<file path="src/rtl/dram_refresh_arbiter.sv">
// Refresh scheduler and access/refresh arbiter for the FastRAM DRAM array.
// Counts owed CAS-before-RAS refreshes and pays them back in bus-idle windows.
//
// state       | meaning
// S_IDLE      | no activity; choose between access and refresh
// S_ACCESS    | bus cycle owns RAS/CAS, grant held while request stays high
// S_CAS_PRE   | refresh CAS asserted ahead of RAS
// S_RAS_ON    | refresh RAS and CAS asserted together
// S_PRECHARGE | both strobes low before returning to idle
module dram_refresh_arbiter #(
  parameter int REF_INTERVAL = 110,
  parameter int MAX_PENDING  = 8,
  parameter int CAS_LEAD     = 1,
  parameter int RAS_CYCLES   = 2,
  parameter int PRECHARGE    = 2
) (
  input  logic       i_clk,
  input  logic       i_reset,
  input  logic       i_bus_idle,
  input  logic       i_access_req,
  output logic       o_access_gnt,
  output logic       o_ref_cas,
  output logic       o_ref_ras,
  output logic       o_ref_busy,
  output logic [3:0] o_ref_pending,
  output logic       o_ref_overrun
);

  localparam int IW = $clog2(REF_INTERVAL);
  localparam logic [IW-1:0] INT_RELOAD = IW'(REF_INTERVAL - 1);
  localparam logic [3:0]    MAX_P      = 4'(MAX_PENDING);
  localparam logic [3:0]    CAS_LOAD   = 4'(CAS_LEAD - 1);
  localparam logic [3:0]    RAS_LOAD   = 4'(RAS_CYCLES - 1);
  localparam logic [3:0]    PRE_LOAD   = 4'(PRECHARGE - 1);

  typedef enum logic [2:0] {
    S_IDLE,
    S_ACCESS,
    S_CAS_PRE,
    S_RAS_ON,
    S_PRECHARGE
  } state_t;

  state_t        r_state;
  state_t        w_next_state;
  logic [3:0]    r_phase;
  logic [3:0]    w_next_phase;
  logic [IW-1:0] r_int_cnt;
  logic [3:0]    r_pending;
  logic          r_overrun;
  logic          r_gnt;
  logic          r_cas;
  logic          r_ras;
  logic          r_busy;
  logic          w_tick;
  logic          w_done;
  logic          w_urgent;

  assign w_tick   = (r_int_cnt == '0);
  assign w_urgent = (r_pending == MAX_P);
  assign w_done   = (r_state == S_PRECHARGE) && (r_phase == 4'd0);

  always_comb begin
    w_next_state = r_state;
    w_next_phase = (r_phase != 4'd0) ? r_phase - 4'd1 : 4'd0;
    case (r_state)
      S_IDLE: begin
        // Saturated debt outranks a pending bus access.
        if (w_urgent) begin
          w_next_state = S_CAS_PRE;
          w_next_phase = CAS_LOAD;
        end else if (i_access_req) begin
          w_next_state = S_ACCESS;
        end else if ((r_pending != 4'd0) && i_bus_idle) begin
          w_next_state = S_CAS_PRE;
          w_next_phase = CAS_LOAD;
        end
      end
      S_ACCESS: begin
        if (!i_access_req) w_next_state = S_IDLE;
      end
      S_CAS_PRE: begin
        if (r_phase == 4'd0) begin
          w_next_state = S_RAS_ON;
          w_next_phase = RAS_LOAD;
        end
      end
      S_RAS_ON: begin
        if (r_phase == 4'd0) begin
          w_next_state = S_PRECHARGE;
          w_next_phase = PRE_LOAD;
        end
      end
      S_PRECHARGE: begin
        if (r_phase == 4'd0) w_next_state = S_IDLE;
      end
      default: w_next_state = S_IDLE;
    endcase
  end

  // Strobes are registered from the next state so they line up with r_state.
  always_ff @(posedge i_clk) begin
    if (i_reset) begin
      r_state <= S_IDLE;
      r_phase <= 4'd0;
      r_gnt   <= 1'b0;
      r_cas   <= 1'b0;
      r_ras   <= 1'b0;
      r_busy  <= 1'b0;
    end else begin
      r_state <= w_next_state;
      r_phase <= w_next_phase;
      r_gnt   <= (w_next_state == S_ACCESS);
      r_cas   <= (w_next_state == S_CAS_PRE) || (w_next_state == S_RAS_ON);
      r_ras   <= (w_next_state == S_RAS_ON);
      r_busy  <= (w_next_state == S_CAS_PRE) || (w_next_state == S_RAS_ON) ||
                 (w_next_state == S_PRECHARGE);
    end
  end

  always_ff @(posedge i_clk) begin
    if (i_reset) begin
      r_int_cnt <= INT_RELOAD;
      r_pending <= 4'd0;
      r_overrun <= 1'b0;
    end else begin
      r_int_cnt <= w_tick ? INT_RELOAD : r_int_cnt - IW'(1);
      if (w_tick && !w_done) begin
        if (r_pending == MAX_P) r_overrun <= 1'b1;
        else                    r_pending <= r_pending + 4'd1;
      end else if (w_done && !w_tick && (r_pending != 4'd0)) begin
        r_pending <= r_pending - 4'd1;
      end
    end
  end

  assign o_access_gnt  = r_gnt;
  assign o_ref_cas     = r_cas;
  assign o_ref_ras     = r_ras;
  assign o_ref_busy    = r_busy;
  assign o_ref_pending = r_pending;
  assign o_ref_overrun = r_overrun;

endmodule

</file>
<file path="config.mk">
export PLATFORM = sky130hd
export DESIGN_NAME = dram_refresh_arbiter
export DESIGN_NICKNAME = d
export VERILOG_FILES = /design/src/rtl/dram_refresh_arbiter.sv
export SDC_FILE = /design/constraint.sdc
export NUM_CORES = 1
export LEC_CHECK = 0
export ABC_CLOCK_PERIOD_IN_PS = 2900
export BUFFER_PORTS_ARGS = -buffer_cell sky130_fd_sc_hd__clkbuf_2
export CAP_MARGIN = 30
export CORE_MARGIN = 2
export CORE_UTILIZATION = 45
export CTS_BUF_LIST = sky130_fd_sc_hd__clkbuf_8
export DETAILED_ROUTE_END_ITERATION = 8
export HOLD_SLACK_MARGIN = 0.1
export PLACE_DENSITY_LB_ADDON = 0.25
export SLEW_MARGIN = 40
export SYNTH_ARGS = -nofsm -noshare
export SYNTH_HDL_FRONTEND = slang
export SYNTH_SLANG_ARGS = --single-unit
export TNS_END_PERCENT = 30
</file>
<file path="constraint.sdc">
create_clock -name i_clk -period 2.9 [get_ports i_clk]
set_clock_uncertainty 0.2 [all_clocks]
set_input_delay 0.145 -clock i_clk [delete_from_list [all_inputs] [get_ports i_clk]]
set_output_delay 0.145 -clock i_clk [all_outputs]
set_load 0.005 [all_outputs]
</file>
==> results of run 1 <==
[kinds of logic (layout without fill, tap and decap cells)]
logic type / after synthesis / count (layout)
AO/OA/AOI/OAI: 22 / 22
XOR/XNOR: 8 / 8
adder cells (fa/ha/maj): 7 / 7
buffers and inverters: 11 / 27
flip-flops: 23 / 23
multiplexers: 3 / 3
AND/OR/NAND/NOR: 62 / 62
[worst max-delay path by stage]
stage,to,cells past startpoint
after global placement,o_ref_pending[3],9
after global routing,o_ref_pending[3],9
after floorplan,o_ref_pending[3],10
after detailed placement,o_ref_pending[3],9
final,o_ref_pending[3],9
after CTS,o_ref_pending[3],9
[power breakdown]
group | total (mW) | leakage, nW | switching (mW) | internal, mW
registers | 0.366 | 0.188 | 0.0227 | 0.343
logic | 0.195 | 0.339 | 0.104 | 0.0909
clock network | 0.201 | 0.0255 | 0.105 | 0.0959
[layer usage]
layer | vias up | GRT usage, %
met5 | - | 0
met1 | 475 | 19.8
met2 | 26 | 28.2
met3 | 2 | 2.11
met4 | 0 | 6.27
li1 | 508 | -
[area by class of cell]
| type | instances | area share [%] |
|---|---|---|
| repair buffers | 17 | 7.60 |
| clock buffers | 3 | 3.06 |
| flip-flops and latches | 23 | 34.1 |
| inverters | 6 | 1.67 |
| well taps | 30 | 2.78 |
| clock inverters | 1 | 0.371 |
| multi-input cells | 102 | 50.4 |
[synth_stat cells (all sizes together), types with 2 or more instances]
cell,instances
a21oi,8
a31oi,3
buf,3
clkbuf,2
dfxtp,23
ha,6
inv,6
mux2,2
nand2,16
nand3,5
nor2,15
nor2b,2
nor3,12
nor3b,3
nor4b,2
o21ai,4
or3,3
xnor2,7
[registers in the layout, indices dropped and copies added, names as in the netlist]
name           cells
o_access_gnt       1
o_ref_busy         1
o_ref_cas          1
o_ref_overrun      1
o_ref_pending      4
o_ref_ras          1
r_int_cnt          7
r_phase            4
r_state            3
[timing repair]
action | 4_1_cts | 5_1_grt
gates resized for setup | 0 | 0
hold endpoints to repair | 3 | 0
hold buffers | 2 | 0
[metrics by stage]
| step | setup slack [ns] | instances | hold slack (ns) | cell area [um^2] |
|---|---|---|---|---|
| final | 0.191 | 182 | 0.194 | 1350 |
| after global routing | 0.0360 | 182 | 0.264 | 1350 |
| after CTS | 0.196 | 182 | 0.186 | 1350 |
| after detailed placement | 0.221 | 176 | 0.213 | 1280 |
| after global placement | 0.274 | 176 | 0.208 | 1280 |
| after floorplan | 0.0376 | 136 | 0.0893 | 1190 |
[worst max-delay path: cells and delay by family, from the launching register on]
kind                     cells  cell delay [ns]
AND/OR/NAND/NOR              6             1.33
adder cells (fa/ha/maj)      1             0.34
AO/OA/AOI/OAI                2             0.45
flip-flops                   1             0.33
==> key figures, run 1 <==
STA
  • Fin crit share: 93.4%
  • Worst Max-Slew Pin Slew: 0.537 ns
  • RSZ-0062 raised after global routing: false
  • Fin Setup TNS: 0 ns
  • Max Clk Rate: around 370 MHz
  • Final setup viols: 0
  • Slew margin rel.: 63.7%
  • Tmin final: 2.71 ns
  • Final hold violations: 0
  • Final slew viol count: 0

Global routing
  • Initial antenna violation count: 0
  • Largest net degree at the start of global routing: 17
  • First-pass GRT wire length: 4080 um
  • Vias in the first global route: 968
  • Total GRT Usage: 16.1%
  • GR Overflow Total: 0

Clocking
  • Clock Sinks: 23
  • Clock root cell: clkbuf_8
  • Number of CTS-inserted buffers: 3
  • Clock-pin slew on the worst setup and hold paths: 0.09 ns
  • Max Root-Sink Buffers: 2
  • Clock latency on the worst-skew pair: 0.26 ns
  • Post-CTS setup buffers: 0
  • CTS tree: yes
  • Max H-tree Level: 1

Synth
  • Compound-cell area share of the yosys netlist: 11.8%
  • Post-synthesis adder-cell area fraction: under 10%
  • Synth unique cells: 42
  • Prevailing post-synth register cell: dfxtp_1
  • Synth Net Count: 147
  • Synth Area in XOR/XNOR: 5.87%
  • Seq/Total Area, Yosys: roughly two fifths
  • Mapped Area: approximately 1200 um^2
  • Syn. warnings: 0
  • Yosys top cell area share: 38.6%
  • Mux cell area share after synthesis: about 2.7%
  • EDFF count, synth: 0
  • Largest area contributor in the netlist: dfxtp_1
  • Async SR Flop Fraction: 0%
  • Syn Area/Cell: approximately 9 um^2
  • Mapped Cells: 136
  • Yosys reg bits: 23
  • Largest family of logic cells by synthesized area: simple AND/OR/NAND/NOR gates
  • Simple-gate share of the synthesized area: 28.6%
  • Area contributors post-synth: dfxtp_1 (39%), ha_1 (6.3%), xnor2_1 (5.1%)

Die
  • DIE WIDTH: 55.5 um
  • I/O Pins: 13
  • Die ar.: between 3000 and 4000 um^2
  • Row count: 18
  • Core area: 2500 um^2
  • Initial Util: 47.7%
  • Vert. Die Dim: 55.5 um

Power and ir drop
  • Static leakage: between 0.5 and 0.6 nW
  • Cell Pwr Density: 564 nW/um^2
  • Power Total: 0.762 mW
  • Max VDD drop: about 0.36 mV

Run
  • Max Cap Viol: 0

Detailed routing
  • DR iter-0 viols: 28
  • Metal3 WL: 93 um
  • Wire length on met2: 1160 um
  • Highest routed layer: met4
  • DR vias: 1011
  • Metal1 wirelength: ~1100 um
  • Drt drc: 0
  • Wire per inst: 12.9 um
  • Drt pass-1 iters: 4
  • DRT antenna net count: 0
  • Vias/cell: 5.55
  • Overall routed net length: 2340 um

Worst setup path
  • Crit path kind: flip-flop to flip-flop
  • CP Capture Type: flip-flop
  • Worst r2r path cells: 9
  • Slowest CP cell: or3_4
  • Worst Path Required: between 2 and 3 ns
  • Worst EP arrival: 2.72 ns
  • Reg2reg start: r_int_cnt[4]
  • Slowest stage delay, CP: about 0.41 ns
  • Startpoint types: flip-flop
  • Reg2Reg Capture Point: o_ref_pending[3]
  • CP Cell Sequence: or3_4, nor4b_4, nand2_1, ha_1, a21oi_1, nand2_1, or4_1, a211o_1, nand2_1
  • Worst Setup SP: r_int_cnt[4]
  • Crit path top cell by count: nand2_1
  • Flop2flop setup slack: 0.19 ns
  • Maximum fanout along the worst path: 3

Finish
  • P&R area growth vs syn: 13.1%
  • Storage cell area: ~460 um^2
  • Commonest non-fill, non-tap cell in the layout: dfxtp_1
  • Most frequent cells in the layout: dfxtp_1 (23), nand2_1 (16), nor2_1 (14)
  • Diode count: 0
  • Multi-input combinational cell area: 681 um^2
  • Layout cells sized above 1: 17.8%
  • Final Core Density: about 54%
  • # nets final: 164
  • Fillers: 240

Worst hold path
  • Worst hold start: i_bus_idle
  • Hold Crit Class: input pin to flip-flop
  • Hold path cells: 5
  • Hold-critical path endpoint: r_state[1]

Place
  • Post-DP HPWL: 1720 um
  • Placer Congestion: 0.802
  • Port Buffers: 12

Run status
  • Status: completed
(Power assumes the default switching activity.)
==> run 2, diff against run 1 <==
--- a/config.mk
+++ b/config.mk
@@ -9,7 +9,7 @@
 export BUFFER_PORTS_ARGS = -buffer_cell sky130_fd_sc_hd__clkbuf_2
 export CAP_MARGIN = 30
 export CORE_MARGIN = 2
-export CORE_UTILIZATION = 45
+export CORE_UTILIZATION = 54
 export CTS_BUF_LIST = sky130_fd_sc_hd__clkbuf_8
 export DETAILED_ROUTE_END_ITERATION = 8
 export HOLD_SLACK_MARGIN = 0.1
==> key figures, run 2 (synthesis results as in run 1) <==
Detailed routing
  • Wire per inst: 12.4 um (-3.5%)
  • Overall routed net length: 2220 um (-5.1%)
  • Drt drc: 0 (unchanged)
  • DRT antenna net count: 0 (unchanged)
  • DR vias: 984 (-2.7%)
  • DR iter-0 viols: 17 (-39%)
  • Drt pass-1 iters: 4 (unchanged)
  • Vias/cell: 5.50 (-1.0%)

STA
  • Tmin final: 2.72 ns (+0.00719 ns)
  • Final slew viol count: 0 (unchanged)
  • RSZ-0062 raised after global routing: false
  • Fin crit share: 93.6% (+0.25 points)
  • Final hold violations: 0 (unchanged)
  • Worst Max-Slew Pin Slew: 0.560 ns (+0.0226 ns)
  • Slew margin rel.: 62.2% (-1.5 points)
  • Fin Setup TNS: 0 ns (unchanged)
  • Max Clk Rate: 368 MHz (-0.26%)
  • Final setup viols: 0 (unchanged)

Global routing
  • Vias in the first global route: 892 (-7.9%)
  • Largest net degree at the start of global routing: 17 (unchanged)
  • GR Overflow Total: 0 (unchanged)
  • First-pass GRT wire length: 3800 um (-7.1%)
  • Initial antenna violation count: 0 (unchanged)
  • Total GRT Usage: 19.0% (+2.9 points)

Worst hold path
  • Hold-critical path endpoint: o_ref_cas
  • Hold Crit Class: input pin to flip-flop
  • Hold path cells: 5 (unchanged)
  • Worst hold start: i_bus_idle

Finish
  • Final Core Density: 62.6% (+8.6 points)
  • Commonest non-fill, non-tap cell in the layout: dfxtp_1
  • Layout Cells excl Fill: 179 (-1.6%)
  • Layout cells sized above 1: 16.6% (-1.2 points)
  • # nets final: 163 (-0.61%)
  • Max reg flops: 7 (unchanged)
  • Diode count: 0 (unchanged)
  • Most frequent cells in the layout: dfxtp_1 (23), nand2_1 (16), nor2_1 (14)
  • Top reg by flops: r_int_cnt
  • P&R area growth vs syn: 12.7%

Worst setup path
  • Reg2reg start: r_int_cnt[4]
  • Worst EP arrival: 2.72 ns (about the same)
  • Maximum fanout along the worst path: 3 (unchanged)
  • CP Capture Type: flip-flop
  • Crit path kind: flip-flop to flip-flop
  • Reg2Reg Capture Point: o_ref_pending[3]
  • Flop2flop setup slack: 0.18 ns (about the same)
  • Worst Path Required: 2.90 ns (about the same)
  • Worst r2r path cells: 9 (unchanged)
  • Startpoint types: flip-flop
  • Worst Setup SP: r_int_cnt[4]

Power and ir drop
  • Power Total: 0.761 mW (about the same)
  • Net Switching: 0.223 mW (-3.9%)
  • Static leakage: 0.551 nW (-0.21%)
  • Max VDD drop: 0.464 mV (+29%)
  • Clock network fraction of design power: 24.7% (-1.7 points)
  • Combinational power share: 27.1% (+1.5 points)
  • Seq pwr share: 48.2% (+0.2 points)
  • Cell Pwr Density: 566 nW/um^2 (+0.28%)
  • Cell Int Power: 0.538 mW (+1.6%)
  • Sw Share: 29.3% (-1.2 points)

Clocking
  • Max Root-Sink Buffers: 2 (unchanged)
  • CTS tree: yes
  • Clock latency on the worst-skew pair: 0.25 ns (about the same)
  • Clock-pin slew on the worst setup and hold paths: 0.08 ns (about the same)
  • Clock Sinks: 23 (unchanged)
  • Max H-tree Level: 1 (unchanged)
  • Number of CTS-inserted buffers: 3 (unchanged)
  • Clock root cell: clkbuf_8

Die
  • I/O Pins: 13 (unchanged)
  • Row count: 17 (-1)
  • Vert. Die Dim: 51.0 um (-8.1%)
  • Core area: 2150 um^2 (-14%)
  • Die ar.: 2600 um^2 (-16%)
  • DIE WIDTH: 51.0 um (-8.1%)
  • Initial Util: 55.6% (+7.8 points)

Run
  • Max Cap Viol: 0 (unchanged)

Place
  • Placer Congestion: 0.758 (-5.4%)
  • Inst Count DP: 173 (-1.7%)
  • Port Buffers: 12 (unchanged)
  • Post-DP HPWL: 1650 um (-3.9%)

Run status
  • Status: completed
==> run 2: worst max path at each step <==
stage,depth (start not counted),slack (ns),endpoint
detailed placement,9,0.20,o_ref_pending[3]
floorplan,10,0.04,o_ref_pending[3]
CTS,9,0.18,o_ref_pending[3]
global route,9,0.04,o_ref_pending[3]
finish,9,0.18,o_ref_pending[3]
global placement,9,0.26,o_ref_pending[3]
==> run 2: through the flow <==
stage	setup slack, ns	instance area [um^2]	hold WS [ns]
after floorplan	0.0376	1190	0.0893
after global placement	0.263	1270	0.204
after detailed placement	0.198	1270	0.207
after CTS	0.184	1340	0.171
after global routing	0.0357	1350	0.246
final	0.184	1350	0.182
==> run 2: power groups by stage <==
stage                     registers, mW  clock network (mW)  logic, mW
after CTS                         0.365               0.195      0.200
final                             0.367               0.188      0.206
after detailed placement          0.372                   0      0.196
after global routing              0.370               0.207      0.231
after global placement            0.371                   0      0.188
after floorplan                   0.366                   0      0.158
==> run 2: per-layer routing <==
metal / track usage [%] / part of all wire (%) / vias to the layer above
met5: 0 / 0 / -
met4: 4.05 / 0.41 / 0
met3: 3.51 / 2.7 / 2
met2: 33.3 / 51 / 17
met1: 24.1 / 46 / 457
li1: - / - / 508
==> run 2: area by class of cell <==
| type | instances | area [um^2] |
|---|---|---|
| Sequential cell | 23 | 460 |
| Tap cell | 28 | 35.0 |
| Clock buffer | 3 | 41.3 |
| Timing Repair Buffer | 16 | 95.1 |
| Multi-Input combinational cell | 102 | 687 |
| Inverter | 6 | 22.5 |
| Clock inverter | 1 | 3.75 |
| Fill cell | 191 | 803 |
==> run 2: critical path: stages, from the launching register on <==
cell and delay (ns):
dfxtp_1 0.32, or3_4 0.41, nor4b_4 0.24, nand2_1 0.14
ha_1 0.34, a21oi_1 0.16, nand2_1 0.09, or4_1 0.40
a211o_1 0.31, nand2_1 0.06
==> run 2: what timing repair did <==
action	in CTS	in global routing
setup endpoints to repair	0	1
buffers inserted	0	0
hold endpoints to repair	3	0
resized for setup	0	1
hold buffers	2	0
==> run 3, diff against run 2 <==
--- a/config.mk
+++ b/config.mk
@@ -5,13 +5,14 @@
 export SDC_FILE = /design/constraint.sdc
 export NUM_CORES = 1
 export LEC_CHECK = 0
-export ABC_CLOCK_PERIOD_IN_PS = 2900
+export ABC_CLOCK_PERIOD_IN_PS = 3000
 export BUFFER_PORTS_ARGS = -buffer_cell sky130_fd_sc_hd__clkbuf_2
 export CAP_MARGIN = 30
 export CORE_MARGIN = 2
-export CORE_UTILIZATION = 54
+export CORE_UTILIZATION = 55
 export CTS_BUF_LIST = sky130_fd_sc_hd__clkbuf_8
 export DETAILED_ROUTE_END_ITERATION = 8
+export GPL_TIMING_DRIVEN = 0
 export HOLD_SLACK_MARGIN = 0.1
 export PLACE_DENSITY_LB_ADDON = 0.25
 export SLEW_MARGIN = 40
==> constraint.sdc (replaced) <==
create_clock -name i_clk -period 3 [get_ports i_clk]
set_clock_uncertainty 0.2 [all_clocks]
set_input_delay 0.15 -clock i_clk [delete_from_list [all_inputs] [get_ports i_clk]]
set_output_delay 0.15 -clock i_clk [all_outputs]
set_load 0.005 [all_outputs]
==> key figures, run 3 (synthesis results as in run 1) <==
Place
  • Post-DP Area: 1290 um^2 (+1.1%)
  • Post-DP HPWL: 1680 um (+1.6%)
  • Pre-CTS WS: -0.0881 ns (-0.287 ns)
  • Inst Count DP: 175 (+1.2%)
  • Placer Congestion: 0.855 (+13%)
  • Port Buffers: 12 (unchanged)

STA
  • Max Clk Rate: 353 MHz (-4.3%)
  • Worst Max-Slew Pin Slew: 0.578 ns (+0.0181 ns)
  • Slew margin rel.: 60.9% (-1.2 points)
  • Final setup viols: 0 (unchanged)
  • Final hold violations: 0 (unchanged)
  • RSZ-0062 raised after global routing: false
  • Worst hold slack: 0.185 ns (+0.00350 ns)
  • Fin crit share: 94.6% (+0.91 points)
  • Final slew viol count: 0 (unchanged)
  • Final setup margin: 0.163 ns (-0.0210 ns)
  • Tmin final: 2.84 ns (+0.121 ns)

Die
  • Die ar.: 2560 um^2 (-1.7%)
  • Core area: 2000 um^2 (-6.8%)
  • Row count: 16 (-1)
  • I/O Pins: 13 (unchanged)
  • DIE WIDTH: 50.6 um (-0.84%)
  • Initial Util: 59.6% (+4.1 points)
  • Vert. Die Dim: 50.6 um (-0.84%)

Finish
  • Max reg flops: 7 (unchanged)
  • Layout Cells excl Fill: 183 (+2.2%)
  • Fillers: 171 (-10%)
  • Diode count: 0 (unchanged)
  • Final Cell Area: 1370 um^2 (+1.8%)
  • # nets final: 168 (+3.1%)
  • Layout cells sized above 1: 19.2% (+2.7 points)
  • Top reg by flops: r_int_cnt
  • Most frequent cells in the layout: dfxtp_1 (23), nand2_1 (16), nor2_1 (14)
  • Final Core Density: 68.4% (+5.8 points)
  • P&R area growth vs syn: 14.7%
  • Commonest non-fill, non-tap cell in the layout: dfxtp_1

Clocking
  • Clock root cell: clkbuf_8
  • Resized Gates After CTS: 0 (unchanged)
  • Clock latency on the worst-skew pair: 0.26 ns (about the same)
  • Max Root-Sink Buffers: 2 (unchanged)
  • Clock-pin slew on the worst setup and hold paths: 0.08 ns (about the same)
  • Max H-tree Level: 1 (unchanged)
  • CTS tree: yes
  • Number of CTS-inserted buffers: 3 (unchanged)
  • Clock Sinks: 23 (unchanged)

Detailed routing
  • Metal1 wirelength: 991 um (-2.6%)
  • Drt drc: 0 (unchanged)
  • Overall routed net length: 2240 um (+0.90%)
  • Metal3 WL: 105 um (+72%)
  • Wire length on met2: 1100 um (-2.6%)
  • Highest routed layer: met4
  • DR iter-0 viols: 24 (+7)
  • Drt pass-1 iters: 4 (unchanged)
  • Wire per inst: 12.2 um (-1.3%)
  • Vias/cell: 5.54 (+0.70%)
  • DRT antenna net count: 0 (unchanged)
  • DR vias: 1013 (+2.9%)

Global routing
  • GR Overflow Total: 0 (unchanged)
  • Total GRT Usage: 19.9% (+0.96 points)
  • Vias in the first global route: 906 (+1.6%)
  • First-pass GRT wire length: 3860 um (+1.8%)
  • Initial antenna violation count: 0 (unchanged)
  • Largest net degree at the start of global routing: 14 (-3)

Worst setup path
  • CP Capture Type: flip-flop
  • Slowest stage delay, CP: 0.40 ns (about the same)
  • Worst Path Required: 3.02 ns (+0.12 ns)
  • Crit path top cell by count: nand2_1
  • Slowest CP cell: or3_4
  • Maximum fanout along the worst path: 3 (unchanged)
  • Critical path's top delay family: simple AND/OR/NAND/NOR gates
  • Startpoint types: flip-flop
  • Buf+Inv Stages, Crit Path: 1 (+1)
  • Crit path kind: flip-flop to flip-flop
  • CP Cell Sequence: or3_4, nor4b_4, buf_6, nand2_1, ha_1, a21oi_1, nand2_1, or4_1, a211o_1, nand2_1
  • Worst EP arrival: 2.85 ns (+0.13 ns)

Power and ir drop
  • Cell Pwr Density: 532 nW/um^2 (-5.9%)
  • Max VDD drop: 0.423 mV (-8.8%)
  • Static leakage: 0.570 nW (+3.4%)

Worst hold path
  • Hold Crit Class: input pin to flip-flop

Run status
  • Status: completed

Run
  • Max Cap Viol: 0 (unchanged)
==> run 3: cell count changes in the layout (fill, tap and decap cells not counted), sizes merged <==
cell	delta
buf	+3
clkbuf	+2
clkinv	+1
inv	-1
==> run 3: final timing paths <==
check | startpoint | to | slack (ns) | depth (start not counted)
setup / recovery | r_int_cnt[3] | o_ref_pending[3] | 0.16 | 10
setup reg to reg | r_int_cnt[3] | o_ref_pending[3] | 0.16 | 10
hold reg to reg | r_int_cnt[0] | r_int_cnt[0] | 0.23 | 1
hold / removal | i_bus_idle | o_ref_cas | 0.19 | 5
==> run 3: area by class of cell <==
class | instances | area (um^2) | area share (%)
Clock buffer | 3 | 41.3 | 3.02
Timing Repair Buffer | 16 | 95.1 | 6.95
Tap cell | 27 | 33.8 | 2.47
Buffer | 5 | 30.0 | 2.19
Inverter | 6 | 22.5 | 1.65
Clock inverter | 1 | 5.00 | 0.366
Sequential cell | 23 | 460 | 33.6
Multi-Input combinational cell | 102 | 681 | 49.7
==> run 3: per-stage QoR <==
step	power, mW	setup TNS [ns]
after floorplan	0.507	0
after global placement	0.531	-0.0754
after detailed placement	0.545	-0.0881
after CTS	0.735	0
after global routing	0.776	0
final	0.728	0
==> run 3: power by group <==
| group | leakage (nW) | switching, mW | internal, mW |
|---|---|---|---|
| Clock | 0.0255 | 0.0968 | 0.0927 |
| Sequential | 0.188 | 0.0194 | 0.331 |
| Combinational | 0.357 | 0.105 | 0.0834 |
==> run 3: tightest hold or removal path, delay by kind of cell <==
kind	cells	cell delay (ns)
AO/OA/AOI/OAI	2	0.15
buffers and inverters	1	0.08
AND/OR/NAND/NOR	2	0.22
==> run 3: what timing repair did <==
action / CTS / global route
buffers inserted: 1 / 1
setup endpoints to repair: 1 / 1
endpoints found under the hold margin: 4 / 0
pin swaps: 1 / 0
hold buffers: 2 / 0
==> run 3: per-layer routing <==
metal	track usage [%]	vias up
li1	-	514
met1	25.4	469
met2	31.8	26
met3	4.46	4
met4	9.46	0
met5	0	-
